File: config.mk
export PLATFORM = sky130hd
export DESIGN_NAME = mult_arbiter
export DESIGN_NICKNAME = d
export VERILOG_FILES = /design/src/rtl/mult_arb_pkg.sv /design/src/rtl/mult_arbiter_rr_picker.sv /design/src/rtl/mult_arbiter.sv
export SDC_FILE = /design/constraint.sdc
export NUM_CORES = 1
export LEC_CHECK = 0
export ABC_AREA = 1
export BUFFER_PORTS_ARGS = -buffer_cell sky130_fd_sc_hd__buf_2
export CORE_AREA = 2 2 84 86
export DETAILED_ROUTE_END_ITERATION = 7
export DIE_AREA = 0 0 86 88
export PLACE_DENSITY = 0.78
export REMOVE_ABC_BUFFERS = 1
export SLEW_MARGIN = 20
export SYNTH_ARGS = -nofsm -noshare
export SYNTH_HDL_FRONTEND = slang
export SYNTH_SLANG_ARGS = --single-unit
File: constraint.sdc
create_clock -name clk_in -period 8.5 [get_ports clk_in]
set_clock_uncertainty 0.05 [all_clocks]
set_input_delay 0.85 -clock clk_in [delete_from_list [all_inputs] [get_ports clk_in]]
set_output_delay 0.85 -clock clk_in [all_outputs]
set_load 0.01 [all_outputs]
File: src/rtl/mult_arb_pkg.sv
// Shared constants and the tag bundle for the multiplier arbiter.
// No ports: imported by mult_arbiter and rr_picker.
package mult_arb_pkg;

  localparam int NUM_REQ_DEFAULT = 4;
  localparam int MULT_LATENCY    = 2;
  localparam int ID_WIDTH        = $clog2(NUM_REQ_DEFAULT);

  // Tag ids are sized for the largest supported requester count (8),
  // so the same tag type serves every legal NUM_REQ.
  localparam int TAG_ID_W = 3;

  typedef struct packed {
    logic                valid;
    logic [TAG_ID_W-1:0] id;
  } tag_t;

endpackage

File: src/rtl/mult_arbiter_rr_picker.sv
// Combinational round-robin picker: searches from ptr_i+1 upwards.
// Ports: req_i request vector, ptr_i last winner; gnt_o one-hot, id_o, any_o.
module rr_picker
  import mult_arb_pkg::*;
#(
  parameter int N = NUM_REQ_DEFAULT,
  parameter int W = ID_WIDTH
) (
  input  logic [N-1:0] req_i,
  input  logic [W-1:0] ptr_i,
  output logic [N-1:0] gnt_o,
  output logic [W-1:0] id_o,
  output logic         any_o
);

  logic [W-1:0] idx;

  always_comb begin
    gnt_o = '0;
    id_o  = '0;
    any_o = 1'b0;
    idx   = '0;
    // ptr_i itself is visited last, giving it lowest priority
    for (int i = 1; i <= N; i++) begin
      idx = W'((int'(ptr_i) + i) % N);
      if (!any_o && req_i[idx]) begin
        any_o      = 1'b1;
        gnt_o[idx] = 1'b1;
        id_o       = idx;
      end
    end
  end

endmodule

File: src/rtl/mult_arbiter.sv
// Round-robin arbiter sharing one external 2-stage freezable multiplier.
// Ports: req_* request side, rsp_* response side, mult_* multiplier side,
// in_flight = number of valid pipeline tags.
module mult_arbiter
  import mult_arb_pkg::*;
#(
  parameter int NUM_REQ = NUM_REQ_DEFAULT,
  parameter int A_WIDTH = 16,
  parameter int B_WIDTH = 16,
  parameter int P_WIDTH = 18
) (
  input  logic                             clk_in,
  input  logic                             rst_n_in,
  input  logic [NUM_REQ-1:0]               req_valid,
  output logic [NUM_REQ-1:0]               req_ready,
  input  logic [NUM_REQ-1:0][A_WIDTH-1:0]  req_a,
  input  logic [NUM_REQ-1:0][B_WIDTH-1:0]  req_b,
  output logic [NUM_REQ-1:0]               rsp_valid,
  input  logic [NUM_REQ-1:0]               rsp_ready,
  output logic signed [P_WIDTH-1:0]        rsp_p,
  output logic [A_WIDTH-1:0]               mult_a,
  output logic [B_WIDTH-1:0]               mult_b,
  output logic                             mult_freeze,
  input  logic signed [P_WIDTH-1:0]        mult_p,
  output logic [1:0]                       in_flight
);

  localparam int IDW = $clog2(NUM_REQ);

  tag_t               s1_q, s1_d;
  tag_t               s2_q, s2_d;
  logic [IDW-1:0]     rr_ptr_q, rr_ptr_d;
  logic [NUM_REQ-1:0] pick_req;
  logic [NUM_REQ-1:0] gnt;
  logic [IDW-1:0]     gnt_id;
  logic               gnt_any;

  // Stage2 tag decodes straight to the one-hot response valid.
  always_comb begin
    rsp_valid = '0;
    for (int i = 0; i < NUM_REQ; i++) begin
      rsp_valid[i] = s2_q.valid && (s2_q.id == TAG_ID_W'(i));
    end
  end

  // Freeze only when the owner of the stage2 result is not taking it.
  assign mult_freeze = |(rsp_valid & ~rsp_ready);
  assign rsp_p       = mult_p;
  assign in_flight   = {1'b0, s1_q.valid} + {1'b0, s2_q.valid};

  // Reset gating keeps req_ready and operands at zero while held in reset.
  assign pick_req = req_valid & {NUM_REQ{rst_n_in & ~mult_freeze}};

  rr_picker #(
    .N(NUM_REQ),
    .W(IDW)
  ) u_picker (
    .req_i(pick_req),
    .ptr_i(rr_ptr_q),
    .gnt_o(gnt),
    .id_o (gnt_id),
    .any_o(gnt_any)
  );

  assign req_ready = gnt;

  always_comb begin
    mult_a = '0;
    mult_b = '0;
    for (int i = 0; i < NUM_REQ; i++) begin
      if (gnt[i]) begin
        mult_a = req_a[i];
        mult_b = req_b[i];
      end
    end
  end

  always_comb begin
    s1_d     = s1_q;
    s2_d     = s2_q;
    rr_ptr_d = rr_ptr_q;
    if (!mult_freeze) begin
      s2_d = s1_q;
      s1_d = '{valid: gnt_any, id: TAG_ID_W'(gnt_id)};
      if (gnt_any) rr_ptr_d = gnt_id;
    end
  end

  always_ff @(posedge clk_in or negedge rst_n_in) begin
    if (!rst_n_in) begin
      s1_q     <= '0;
      s2_q     <= '0;
      rr_ptr_q <= IDW'(NUM_REQ - 1);
    end else begin
      s1_q     <= s1_d;
      s2_q     <= s2_d;
      rr_ptr_q <= rr_ptr_d;
    end
  end

endmodule

* Word level (Yosys, flattened, before mapping)
Cells that the tools add are included.
** Word-level totals
- Bits of input ports :: 156
- Word-level logic and storage cells :: 82
- Output and inout bits :: 61
- Register bits :: 8
** Operators by class
- Mux-type cells :: 36
- Reduce and logical (&&, ||, !) cells :: 17
- Add/subtract/negate cells :: 5
- Bitwise gates (word level) :: 8
- Magnitude comparators :: 8
- Eq/ne operators :: 3
** Operator list (count)
- two-way mux 16 bit :: 8
- two-way mux 4 bit :: 4
- less-than comparator 2 x 3 -> 1 bit, second input constant :: 4
- two-way mux 1 bit :: 12
- OR 4 bit :: 3
- logical AND 1 bit :: 11
- bitwise AND 4 bit :: 2
- binary-select mux 1 bit (select 2 bit) :: 4
- demux 1 bit (select 2 bit) :: 4
- greater-or-equal comparator 2 x 1 -> 1 bit, second input constant :: 4
- two-way mux 2 bit :: 4
- adder 2 x 1 -> 2 bit, second input constant :: 2
- adder 2 bit, second input constant :: 2
- equality test 2 bit, second input constant :: 2
- inverter 4 bit :: 1
- OR reduction 4 bit :: 1
- zero test 1 bit :: 3
- zero test 3 bit :: 1
- adder 1 x 1 -> 2 bit :: 1
- equality test 2 x 1 -> 1 bit, second input constant :: 1
- AND reduction 2 bit :: 1
- bitwise AND 1 bit :: 1
- inverter 1 bit :: 1

* Depth between registers and ports, before layout
Gate-level depths: netlist of run 1.
- Depth in word-level cells :: 23
- Gate-level depth with buffers :: 19
- Gate-level depth less buffers :: 17

* Hierarchy
Synthesis of run 1 repeated with hierarchy kept, for this count alone.
** Unflattened totals
- Cells, all modules :: 413
- Area, all modules :: 2392.3 µm²
** Modules (own cells, without submodules)
- mult_arbiter :: area an instance 1856.8 µm², cells each 332, seq. area each 202.7 µm², instances 1
- rr_picker :: area an instance 535.5 µm², cells each 81, seq. area each 0.0 µm², instances 1

* Worst setup path before layout of run 1
OpenSTA, ideal clock, no wires.
- Path kind :: register to output
- Start :: register rr_ptr_q[0]
- End :: output port mult_b[1]
- Slack :: 5.083 ns
- Required time :: 7.600 ns
- Path buffers :: 3
- Cell stages (with the launch flop) :: 15
- Arrival time :: 2.517 ns
- Path through :: dfstp_2 > clkbuf_1 > inv_1 > ha_1 > inv_1 > nand3_1 > nand2_2 > nand3_1 > nor2_2 > nand2_1 > nand3b_1 > buf_6 > buf_6 > a21oi_1 > a21oi_1
** Between the ends
- Word-level cells in the longest chain between the ends :: 17
- Elaborated cells on any way between the ends :: 52
- Classes of those cells :: add/sub (4); order compare (8); mux (27); bitwise (3); reduce/logical (10)
** RTL lines
- from (decl) :: RTL line mult_arbiter.sv:32 : logic [IDW-1:0] rr_ptr_q, rr_ptr_d;
- from (signal assigned) :: RTL line mult_arbiter.sv:93 : rr_ptr_q <= IDW'(NUM_REQ - 1);
- from (signal assigned) :: RTL line mult_arbiter.sv:97 : rr_ptr_q <= rr_ptr_d;
- branches (longest 12 deep; another with less-than comparator 2 x 3 -> 1 bit)
- two-way mux 4 bit * :: RTL line mult_arbiter_rr_picker.sv:26 : if (!any_o && req_i[idx]) begin
- two-way mux 16 bit (3 in a row) :: RTL line mult_arbiter.sv:71 : if (gnt[i]) begin
- two-way mux 16 bit * :: RTL line mult_arbiter.sv:71
- to (decl) :: RTL line mult_arbiter.sv:22 : output logic [B_WIDTH-1:0] mult_b,
Every way passes the cells marked *. The select of a mux whose other input is x is not followed.

* Worst setup path after layout of run 1
- Start :: input port rsp_ready[0]
- End :: output port mult_a[14]
** Between the ends
- Word-level cells in the longest chain between the ends :: 22
- Elaborated cells on any way between the ends :: 34
- Classes of those cells :: mux (19); bitwise (8); reduce/logical (7)
** RTL lines
- from (decl) :: RTL line mult_arbiter.sv:19 : input logic [NUM_REQ-1:0] rsp_ready,
- inverter 4 bit * :: RTL line mult_arbiter.sv:47 : assign mult_freeze = |(rsp_valid & ~rsp_ready);
- bitwise AND 4 bit * :: RTL line mult_arbiter.sv:47
- OR reduction 4 bit * :: RTL line mult_arbiter.sv:47
- inverter 1 bit (no source line) *
- bitwise AND 1 bit * :: RTL line mult_arbiter.sv:52 : assign pick_req = req_valid & {NUM_REQ{rst_n_in & ~mult_freeze}};
- bitwise AND 4 bit * :: RTL line mult_arbiter.sv:52
- binary-select mux 1 bit (select 2 bit) :: RTL line mult_arbiter_rr_picker.sv:26
- two-way mux 1 bit (not written as such) :: RTL line mult_arbiter_rr_picker.sv:26
- (+4 left out)
- zero test 1 bit :: RTL line mult_arbiter_rr_picker.sv:26
- logical AND 1 bit :: RTL line mult_arbiter_rr_picker.sv:26
- two-way mux 1 bit :: RTL line mult_arbiter_rr_picker.sv:26
- zero test 1 bit :: RTL line mult_arbiter_rr_picker.sv:26
- logical AND 1 bit :: RTL line mult_arbiter_rr_picker.sv:26
- two-way mux 4 bit * :: RTL line mult_arbiter_rr_picker.sv:26
- two-way mux 16 bit (3 in a row) :: RTL line mult_arbiter.sv:71
- two-way mux 16 bit * :: RTL line mult_arbiter.sv:71
- to (decl) :: RTL line mult_arbiter.sv:21 : output logic [A_WIDTH-1:0] mult_a,
Mark *: on every way between the ends. The rest lies on a longest branch, timed or not. The select of a mux whose other input is x is not followed.

==> impl_metrics.json, run 1 <==
{
  "crit_path_start_kind": "input pin",
  "rsz0062_at_grt": "no",
  "vias": 3184,
  "maxCapViolCount": 0,
  "gp_congestion": 0.971,
  "grt_pass1_vias": 2797,
  "ys_types": 28,
  "period_share_pct": 58.4,
  "power_density_nw_per_um2": 557,
  "slew_headroom_pct": 39.4,
  "syn_area_per_cell_um2": 5.62,
  "end_kind": "output pin",
  "dp.cells": 639,
  "post_drt_wl_per_cell_um": 13.0,
  "firstDrtPassIters": 4,
  "crit_type": "in2out",
  "io_pins": 217,
  "most-common-layout-cells": "buf_2 (180), nand2_1 (136), a21oi_1 (66)",
  "routed_wl_mm": 8.34,
  "cts.sink_count": 8,
  "fp.dieArea_um2": 7570,
  "grt_use_total_pct": 19.8,
  "io_buffer_count": 180,
  "clkTransAtPathRegs_ns": 0.04,
  "hp-class": "reg2reg",
  "met2_usage_pct": 35.4,
  "hold_viol": 0,
  "viasPerCell": 4.95,
  "cp_max_fo": 34,
  "die_h_um": 88,
  "clock_path_buffers": 2,
  "netlist.area_leader.share_pct": 21.6,
  "crit_path_max_incr_delay_ns": 0.75,
  "hold-worst-slack_ns": 0.439,
  "regArea_um2": 203,
  "cts_setup_buffers": 0,
  "grt_max_degree": 46,
  "root_buffer": "clkbuf_8",
  "drc": 0,
  "gr-total-overflow": 0,
  "fin_cells": 643,
  "multi_input_area_um2": 1640,
  "yosysSeqAreaShare_pct": 8.57,
  "worstPathRequired_ns": 7.60,
  "use_met3_pct": 4.62,
  "n_fill_cell": 711,
  "grt_first_pass_wirelength_mm": 12.4,
  "status": "finished clean",
  "cts_tree": "built",
  "syn_area_um2": 2370,
  "ys_warn_count": 0,
  "final_common_cell": "buf_2",
  "cts_hold_buffers": 0,
  "n_antenna_cell": 0,
  "ctsResizeCount": 0,
  "ys_top_cells_by_area": "nand2_1 (22%), a21oi_1 (14%), a21oi_2 (11%)",
  "setup_viol": 0,
  "synth_top_area_cell": "nand2_1",
  "path_cells": "buf_2, nand3b_1, nand2_1, nor2_2, nand4_1, nand2_1, nand2_1, nand2_2, nor2_4, nand3_1, inv_2, nand2_1, nand3_2, inv_2, nor2_1, a21oi_2, buf_2",
  "slew_violations": 0,
  "core-area_um2": 6640,
  "period_needed_ns": 4.96,
  "nets": 728,
  "start_util_pct": 35.6,
  "use_met1_pct": 23.2,
  "fp-row-count": 30,
  "final_layout_size_suffix_gt1_share_pct": 41.6,
  "crit_top_cell": "nand2_1",
  "area_growth_pct": 29.9,
  "setup_tns_ns": 0,
  "die_w_um": 86,
  "finalPower_uw": 1710,
  "clk_latency_ns": 0.23,
  "h-tree-depth": 1,
  "antenna_found_initial": 0,
  "max-vdd-ir-drop_v": 0.000255,
  "critPathSlowestCell": "inv_2",
  "fmax_mhz": 201,
  "top_usage_layer": "met2",
  "cts_buffers": 3,
  "dp_hpwl_mm": 6.40,
  "postRouteAntennaNets": 0,
  "ys_ff_latch": 8,
  "critical_path_arrival_ns": 4.06,
  "leakage_uw": 0.00190,
  "syn_inst": 421,
  "tightest_slew_ns": 0.906,
  "drt_iter0_drc": 130
}
-- Yosys cell counts --
master	number
a21oi_1	66
a21oi_2	30
buf_2	6
buf_4	25
buf_6	11
clkbuf_1	1
dfrtp_1	6
dfstp_2	2
ha_1	8
inv_1	43
inv_2	5
nand2_1	136
nand2_2	4
nand2_4	1
nand3_1	11
nand3_2	2
nand3b_1	2
nand3b_2	1
nand4_1	11
nand4_2	1
nor2_1	38
nor2_2	3
nor2_4	1
nor3_1	2
o21ai_0	2
o221ai_1	1
o22ai_1	1
o31ai_1	1
-- worst paths after layout --
kind,startpoint,end,slack (ns),depth (start not counted)
max in group asynchronous,rst_n_in,rr_ptr_q[1]$_DFFE_PN1P_,7.64,1
min in group asynchronous,rst_n_in,s2_q[0]$_DFFE_PN0N_,0.47,1
max reg2reg,s2_q[3]$_DFFE_PN0N_,s1_q[1]$_DFFE_PN0N_,6.16,14
max,rsp_ready[0],mult_a[14],3.54,17
min,s1_q[0]$_DFFE_PN0N_,s1_q[0]$_DFFE_PN0N_,0.44,2
min reg2reg,s1_q[0]$_DFFE_PN0N_,s1_q[0]$_DFFE_PN0N_,0.44,2
-- area by class of cell --
cell class                      count  area share, %
Multi-Input combinational cell    322           53.3
Sequential cell                     8           6.59
Timing Repair Buffer              181           29.5
Tap cell                           80           3.26
Inverter                           48           5.86
Clock buffer                        4           1.47
-- critical path: cells and delay by family --
family,cells,cell delay [ns]
buf+inv,4,1.01
simple gates,12,2.03
compound gates,1,0.14
-- power by group --
group | internal (uW) | switching (uW) | total [uW]
clock | 32.6 | 16.2 | 48.8
combinational | 605 | 965 | 1570
sequential | 64.1 | 29.0 | 93.1
total | 702 | 1010 | 1710
-- per-stage QoR --
step	util, %	area [um^2]	worst slack [ns]
after global placement	45.6	3030	3.71
after floorplan	-	2020	3.71
final	46.3	3070	3.54
after detailed placement	45.6	3030	3.57
after CTS	46.3	3070	3.57
after global routing	46.3	3070	3.15
-- metal layers --
layer | share of wire, % | wire [um] | vias to the layer above
li1 | - | - | 1615
met4 | 1.8 | 151 | 0
met5 | 0 | 0 | -
met1 | 41 | 3380 | 1399
met2 | 49 | 4110 | 156
met3 | 8.3 | 693 | 14
-- cells by family (layout without fill, tap and decap cells) --
family          count (synthesis)  after routing  synth area share [%]
compound gates                101            101                  26.4
flops                           8              8                  8.57
buf+inv                        91            233                  22.2
fa+ha+maj                       8              8                  4.23
simple gates                  213            213                  38.6
-- sequential cells by signal, summed over array words and instances, names as in the netlist --
| name | count |
|---|---|
| s2_q | 3 |
| rr_ptr_q | 2 |
| s1_q | 3 |
Power figures use the tool's default switching activity.
==> run 2, diff against run 1 <==
--- a/config.mk
+++ b/config.mk
@@ -5,12 +5,12 @@
 export SDC_FILE = /design/constraint.sdc
 export NUM_CORES = 1
 export LEC_CHECK = 0
-export ABC_AREA = 1
+export ABC_AREA = 0
 export BUFFER_PORTS_ARGS = -buffer_cell sky130_fd_sc_hd__buf_2
-export CORE_AREA = 2 2 84 86
+export CORE_AREA = 2 2 92 85
 export DETAILED_ROUTE_END_ITERATION = 7
-export DIE_AREA = 0 0 86 88
-export PLACE_DENSITY = 0.78
+export DIE_AREA = 0 0 94 87
+export PLACE_DENSITY = 0.77
 export REMOVE_ABC_BUFFERS = 1
 export SLEW_MARGIN = 20
 export SYNTH_ARGS = -nofsm -noshare
==> constraint.sdc (replaced) <==
create_clock -name clk_in -period 4 [get_ports clk_in]
set_clock_uncertainty 0.05 [all_clocks]
set_input_delay 0.4 -clock clk_in [delete_from_list [all_inputs] [get_ports clk_in]]
set_output_delay 0.4 -clock clk_in [all_outputs]
set_load 0.01 [all_outputs]
==> run 2 against run 1 <==
Effect of this change: via count rose by 2.4%; largest cell class unchanged; highest routed layer unchanged; worst hold slack got worse by 0.0096 ns; design area rose by 9.9%; cell count fell by 8.7%; utilization fell by 0.10 points; first-iteration DRC count rose by 14%; critical endpoint is now mult_b[9].
==> impl_metrics.json, run 2 <==
{
  "grt_first_pass_wirelength_mm": 14.4,
  "end_kind": "output pin",
  "vias": 3262,
  "status": "finished clean",
  "postRouteAntennaNets": 0,
  "ys_ff_latch": 8,
  "postSynth.asyncResetShare_pct": 100,
  "netlist.area_leader.share_pct": 13.5,
  "fmax_mhz": 261,
  "synth_edf_count": 0,
  "drt_iter0_drc": 148,
  "drc": 0,
  "fp.dieArea_um2": 8180,
  "post_drt_wl_per_cell_um": 16.3,
  "dp_hpwl_mm": 7.43,
  "leakage_uw": 0.00192,
  "synthSimpleGateAreaFrac_pct": 29.2,
  "critPathSlowestCell": "dfstp_2",
  "synthFlopType": "dfrtp_1",
  "setup_ws_ns": 0.172,
  "fp-row-count": 30,
  "critical_path_arrival_ns": 3.38,
  "slew_violations": 0,
  "max-vdd-ir-drop_v": 0.000395,
  "cts.sink_count": 8,
  "most-common-layout-cells": "buf_2 (180), nand2_1 (42), nor2_1 (37)",
  "viasPerCell": 5.56,
  "yosysSeqAreaShare_pct": 8.28,
  "rsz0062_at_grt": "no",
  "muxShareOfSynthArea_pct": 17.2,
  "maxCapViolCount": 0,
  "io_pins": 217,
  "period_needed_ns": 3.83,
  "final_common_cell": "buf_2",
  "synth_top_family_by_area": "simple AND/OR/NAND/NOR gates",
  "clock_path_buffers": 2,
  "grt_pass1_vias": 3021,
  "slew_headroom_pct": 48.2,
  "cp_max_fo": 28,
  "ys_warn_count": 0,
  "period_share_pct": 95.7,
  "clkTransAtPathRegs_ns": 0.04,
  "die_w_um": 94,
  "reg_top3": "s1_q x3, s2_q x3, rr_ptr_q x2",
  "clk_latency_ns": 0.23,
  "start_util_pct": 33.5,
  "ys_top_cells_by_area": "mux2i_1 (13%), o31ai_1 (10%), a31oi_1 (8.2%)",
  "routed_wl_mm": 9.55,
  "grt_max_degree": 34,
  "synthXorXnorAreaFrac_pct": 0,
  "worstPathRequired_ns": 3.55,
  "core-area_um2": 7320,
  "gr-total-overflow": 0,
  "crit_type": "reg2out",
  "power_density_nw_per_um2": 732,
  "dp_slack_ns": 0.458,
  "syn_inst": 348,
  "final_layout_size_suffix_gt1_share_pct": 43.8,
  "n_fill_cell": 745,
  "crit_path_start_kind": "flop",
  "grt_use_total_pct": 21.5,
  "cts_hold_buffers": 1,
  "synthTopCellsByCount": "nand2_1 (42), nor2_1 (38), mux2i_1 (33), o31ai_1 (33)",
  "h-tree-depth": 1,
  "synth_top_area_cell": "mux2i_1",
  "antenna_found_initial": 0,
  "area_growth_pct": 38.0,
  "tightest_slew_ns": 0.776,
  "cts_buffers": 3,
  "n_antenna_cell": 0,
  "syn_area_per_cell_um2": 7.04,
  "nets": 657,
  "cts_tree": "built",
  "synthAdderAreaFrac_pct": 4.09,
  "firstDrtPassIters": 6,
  "ys_types": 50,
  "setup_viol": 0,
  "crit_path_max_incr_delay_ns": 0.63,
  "root_buffer": "clkbuf_8",
  "syn_area_um2": 2450,
  "yosysMostFrequentCell": "nand2_1",
  "path_cells": "inv_1, ha_1, or3b_1, and3_1, nor4b_2, nor3_1, a21o_1, buf_12, a31oi_1, buf_2",
  "hp-class": "reg2reg",
  "die_h_um": 87,
  "gp_congestion": 0.894,
  "hold_viol": 0,
  "cts_setup_buffers": 0,
  "synth_compound_area_share_pct": 27.1,
  "setup_tns_ns": 0,
  "io_buffer_count": 180,
  "ctsResizeCount": 0
}
-- run 2: changes by cell type in the layout (fill, tap and decap cells not counted), moves of 10 or more --
cell     change
nand4_1     +21
inv_1       -39
nand3_1     -10
buf_4       +11
a31oi_1     +32
o31ai_1     +32
mux2i_1     +33
a21oi_1     -62
a21oi_2     -30
nand2_1     -94
-- run 2: report_power, final --
part | switching, uW | total, uW | internal (uW)
Sequential | 62.9 | 191 | 128
Clock | 30.4 | 95.5 | 65.1
Combinational | 1300 | 2190 | 894
-- run 2: critical path, delay by kind of cell (launching register included) --
family / cells / cell delay (ns)
flip-flops: 1 / 0.63
adder cells (fa/ha/maj): 1 / 0.39
buffers and inverters: 3 / 0.52
AND/OR/NAND/NOR: 4 / 1.16
AO/OA/AOI/OAI: 2 / 0.44
-- run 2: kinds of logic (layout without fill, tap and decap cells) --
group,Yosys count,in the layout
simple gates,141,141
compound gates,91,91
buf+inv,61,204
mux,39,39
fa+ha+maj,8,8
flops,8,8
-- run 2: worst paths after layout --
kind / end / slack, ns / start / cells after the start
min reg2reg: s2_q[1]$_DFFE_PN0N_ / 0.43 / s1_q[1]$_DFFE_PN0N_ / 2
max reg2reg: s1_q[0]$_DFFE_PN0N_ / 1.59 / rr_ptr_q[1]$_DFFE_PN1P_ / 7
min in group asynchronous: s2_q[3]$_DFFE_PN0N_ / 0.52 / rst_n_in / 2
max: mult_b[9] / 0.17 / rr_ptr_q[1]$_DFFE_PN1P_ / 10
min: s2_q[1]$_DFFE_PN0N_ / 0.43 / s1_q[1]$_DFFE_PN0N_ / 2
max in group asynchronous: rr_ptr_q[1]$_DFFE_PN1P_ / 3.12 / rst_n_in / 2
-- run 2: final cells by class --
cell class | instances | area, um^2 | area share (%)
Multi-Input combinational cell | 279 | 1940 | 57.3
Tap cell | 96 | 120 | 3.55
Inverter | 5 | 18.8 | 0.555
Clock buffer | 3 | 41.3 | 1.22
Sequential cell | 8 | 203 | 6.00
Timing Repair Buffer | 196 | 1060 | 31.4
-- run 2: metal layers --
metal,global-route usage [%],wire length [um],vias up,share of wire (%)
li1,-,-,1595,-
met1,26.5,4010,1497,42
met2,39.2,4760,162,50
met3,4.33,693,8,7.3
met4,3.69,82,0,0.86
met5,0,0,-,0
-- run 2: through the flow --
step / cell area, um^2 / total power [uW] / util (%) / hold slack [ns] / instances
after detailed placement: 3330 / 2370 / 45.5 / 0.224 / 583
after global placement: 3330 / 2340 / 45.5 / 0.218 / 583
final: 3380 / 2470 / 46.2 / 0.429 / 587
after global routing: 3380 / 2680 / 46.2 / 0.442 / 587
after floorplan: 2120 / 1480 / - / 0.0544 / 292
after CTS: 3380 / 2480 / 46.2 / 0.426 / 587
==> run 3, diff against run 2 <==
--- a/config.mk
+++ b/config.mk
@@ -7,10 +7,11 @@
 export LEC_CHECK = 0
 export ABC_AREA = 0
 export BUFFER_PORTS_ARGS = -buffer_cell sky130_fd_sc_hd__buf_2
-export CORE_AREA = 2 2 92 85
+export CORE_AREA = 2 2 87 81
+export CTS_BUF_LIST = sky130_fd_sc_hd__clkbuf_16
 export DETAILED_ROUTE_END_ITERATION = 7
-export DIE_AREA = 0 0 94 87
-export PLACE_DENSITY = 0.77
+export DIE_AREA = 0 0 89 83
+export PLACE_DENSITY = 0.81
 export REMOVE_ABC_BUFFERS = 1
 export SLEW_MARGIN = 20
 export SYNTH_ARGS = -nofsm -noshare
==> constraint.sdc (replaced) <==
create_clock -name clk_in -period 4.3 [get_ports clk_in]
set_clock_uncertainty 0.05 [all_clocks]
set_input_delay 0.43 -clock clk_in [delete_from_list [all_inputs] [get_ports clk_in]]
set_output_delay 0.43 -clock clk_in [all_outputs]
set_load 0.01 [all_outputs]
==> run 3 against run 2 <==
Effect of this change: first-iteration DRC count is 16% higher; design area shrank 0.52%; non-clock buffer count fell by 2; sequential power is 6% lower; via count grew 1.5%; combinational power decreased by 9.6%; critical path type unchanged; sequential cell count is the same; routed wire length grew 0.27%; total power down 6.2%; largest cell class unchanged; worst hold slack got worse by 0.42 ns; global-route usage rose by 2.7 points; critical path depth unchanged; largest power group unchanged.
==> impl_metrics.json, run 3 (same netlist as run 2, synthesis figures left out) <==
{
  "dp.cells": 576,
  "grt_first_pass_wirelength_mm": 14.7,
  "regArea_um2": 203,
  "h-tree-depth": 1,
  "fp.dieArea_um2": 7390,
  "place_area_um2": 3280,
  "tightest_slew_ns": 0.578,
  "setup_tns_ns": 0,
  "firstDrtPassIters": 5,
  "path_cells": "inv_1, ha_1, or3b_1, and3_1, nor4b_2, o31ai_4, buf_4, mux2i_1, a31oi_1, buf_2",
  "crit_path_start_kind": "flop",
  "cts_hold_buffers": 0,
  "max-vdd-ir-drop_v": 0.000294,
  "cts_tree": "built",
  "multi_input_area_um2": 1940,
  "hold_viol": 0,
  "crit_path_max_incr_delay_ns": 0.68,
  "reg_top3": "s1_q x3, s2_q x3, rr_ptr_q x2",
  "most-common-layout-cells": "buf_2 (180), nand2_1 (42), nor2_1 (37)",
  "clk_latency_ns": 0.23,
  "area_growth_pct": 37.3,
  "status": "finished clean",
  "viasPerCell": 5.71,
  "routed_wl_mm": 9.58,
  "die_w_um": 89,
  "drt_iter0_drc": 171,
  "period_share_pct": 93.8,
  "critPathSlowestCell": "dfstp_2",
  "final_common_cell": "buf_2",
  "root_buffer": "clkbuf_16",
  "power_density_nw_per_um2": 691,
  "drc": 0,
  "cp_max_fo": 22,
  "maxCapViolCount": 0,
  "cts.sink_count": 8,
  "dp_hpwl_mm": 7.22,
  "vias": 3311,
  "grt_max_degree": 37,
  "die_h_um": 83,
  "grt_use_total_pct": 24.2,
  "postRouteAntennaNets": 0,
  "antenna_found_initial": 0,
  "n_antenna_cell": 0,
  "slew_headroom_pct": 61.5,
  "final_layout_size_suffix_gt1_share_pct": 43.9,
  "post_drt_wl_per_cell_um": 16.5,
  "rrSetupSlack_ns": 1.74,
  "worstRegToRegCells": 7,
  "io_pins": 217,
  "fmax_mhz": 248,
  "crit_type": "reg2out",
  "end_kind": "output pin",
  "worstPathRequired_ns": 3.82,
  "period_needed_ns": 4.03,
  "start_util_pct": 38.0,
  "io_buffer_count": 180,
  "finalInstanceArea_um2": 3360,
  "cts_buffers": 3,
  "grt_pass1_vias": 3150,
  "leakage_uw": 0.00191,
  "gr-total-overflow": 0,
  "n_fill_cell": 651,
  "nets": 655,
  "critical_path_arrival_ns": 3.55,
  "hp-class": "in2async",
  "final_util_pct": 52.2,
  "slew_violations": 0,
  "core-area_um2": 6450,
  "setup_viol": 0,
  "clock_path_buffers": 2,
  "rsz0062_at_grt": "no",
  "clkTransAtPathRegs_ns": 0.04,
  "gp_congestion": 0.893,
  "fp-row-count": 28,
  "fin_cells": 580
}
-- run 3: timing repair --
action,4_1_cts,5_1_grt
resized for setup,0,1
endpoints found under the setup margin,0,14
setup buffers,0,0
-- run 3: final cells by class --
type                    count  share of cell area (%)
clock inverters             1                   0.112
flip-flops and latches      8                    6.03
repair buffers            194                    29.9
inverters                   5                   0.558
well taps                  90                    3.35
clock buffers               3                    2.23
multi-input cells         279                    57.8
-- run 3: power breakdown --
part	total, uW	leakage, uW	internal, uW	switching (uW)
registers	180	0.0000958	119	60.8
clock network	158	0.0000423	121	36.6
logic	1980	0.00178	788	1200
-- run 3: path summary, 6_finish.rpt --
check	start	end
setup / recovery	rr_ptr_q[0]$_DFFE_PN1P_	mult_b[3]
hold / removal	rst_n_in	s1_q[3]$_DFFE_PN0N_
setup reg to reg	rr_ptr_q[0]$_DFFE_PN1P_	s1_q[0]$_DFFE_PN0N_
hold reg to reg	s1_q[1]$_DFFE_PN0N_	s1_q[1]$_DFFE_PN0N_
max in group asynchronous	rst_n_in	rr_ptr_q[0]$_DFFE_PN1P_
min in group clk_in	s1_q[1]$_DFFE_PN0N_	s1_q[1]$_DFFE_PN0N_
-- run 3: per-stage QoR --
step / hold slack (ns) / setup WS, ns / power [uW]
2_1_floorplan: 0.0844 / -0.476 / 1380
3_3_place_gp: 0.243 / 0.360 / 2110
3_5_place_dp: 0.248 / 0.280 / 2140
4_1_cts: 0.0118 / 0.00721 / 2310
5_1_grt: 0.0218 / 0.0376 / 2530
6_report: 0.00560 / 0.265 / 2320
-- run 3: metal layers --
layer	vias to the layer above	track usage [%]	wire [um]
met2	172	43.7	4780
met4	0	4.34	121
met5	-	0	0
met1	1537	29.6	3850
met3	13	4.37	825
li1	1589	-	-
-- run 3: worst max-delay path: cells and delay by family (launching register included) --
| family | cells | cell delay [ns] |
|---|---|---|
| AO/OA/AOI/OAI | 2 | 0.29 |
| adder cells (fa/ha/maj) | 1 | 0.43 |
| buffers and inverters | 3 | 0.66 |
| flip-flops | 1 | 0.68 |
| multiplexers | 1 | 0.18 |
| AND/OR/NAND/NOR | 3 | 1.06 |
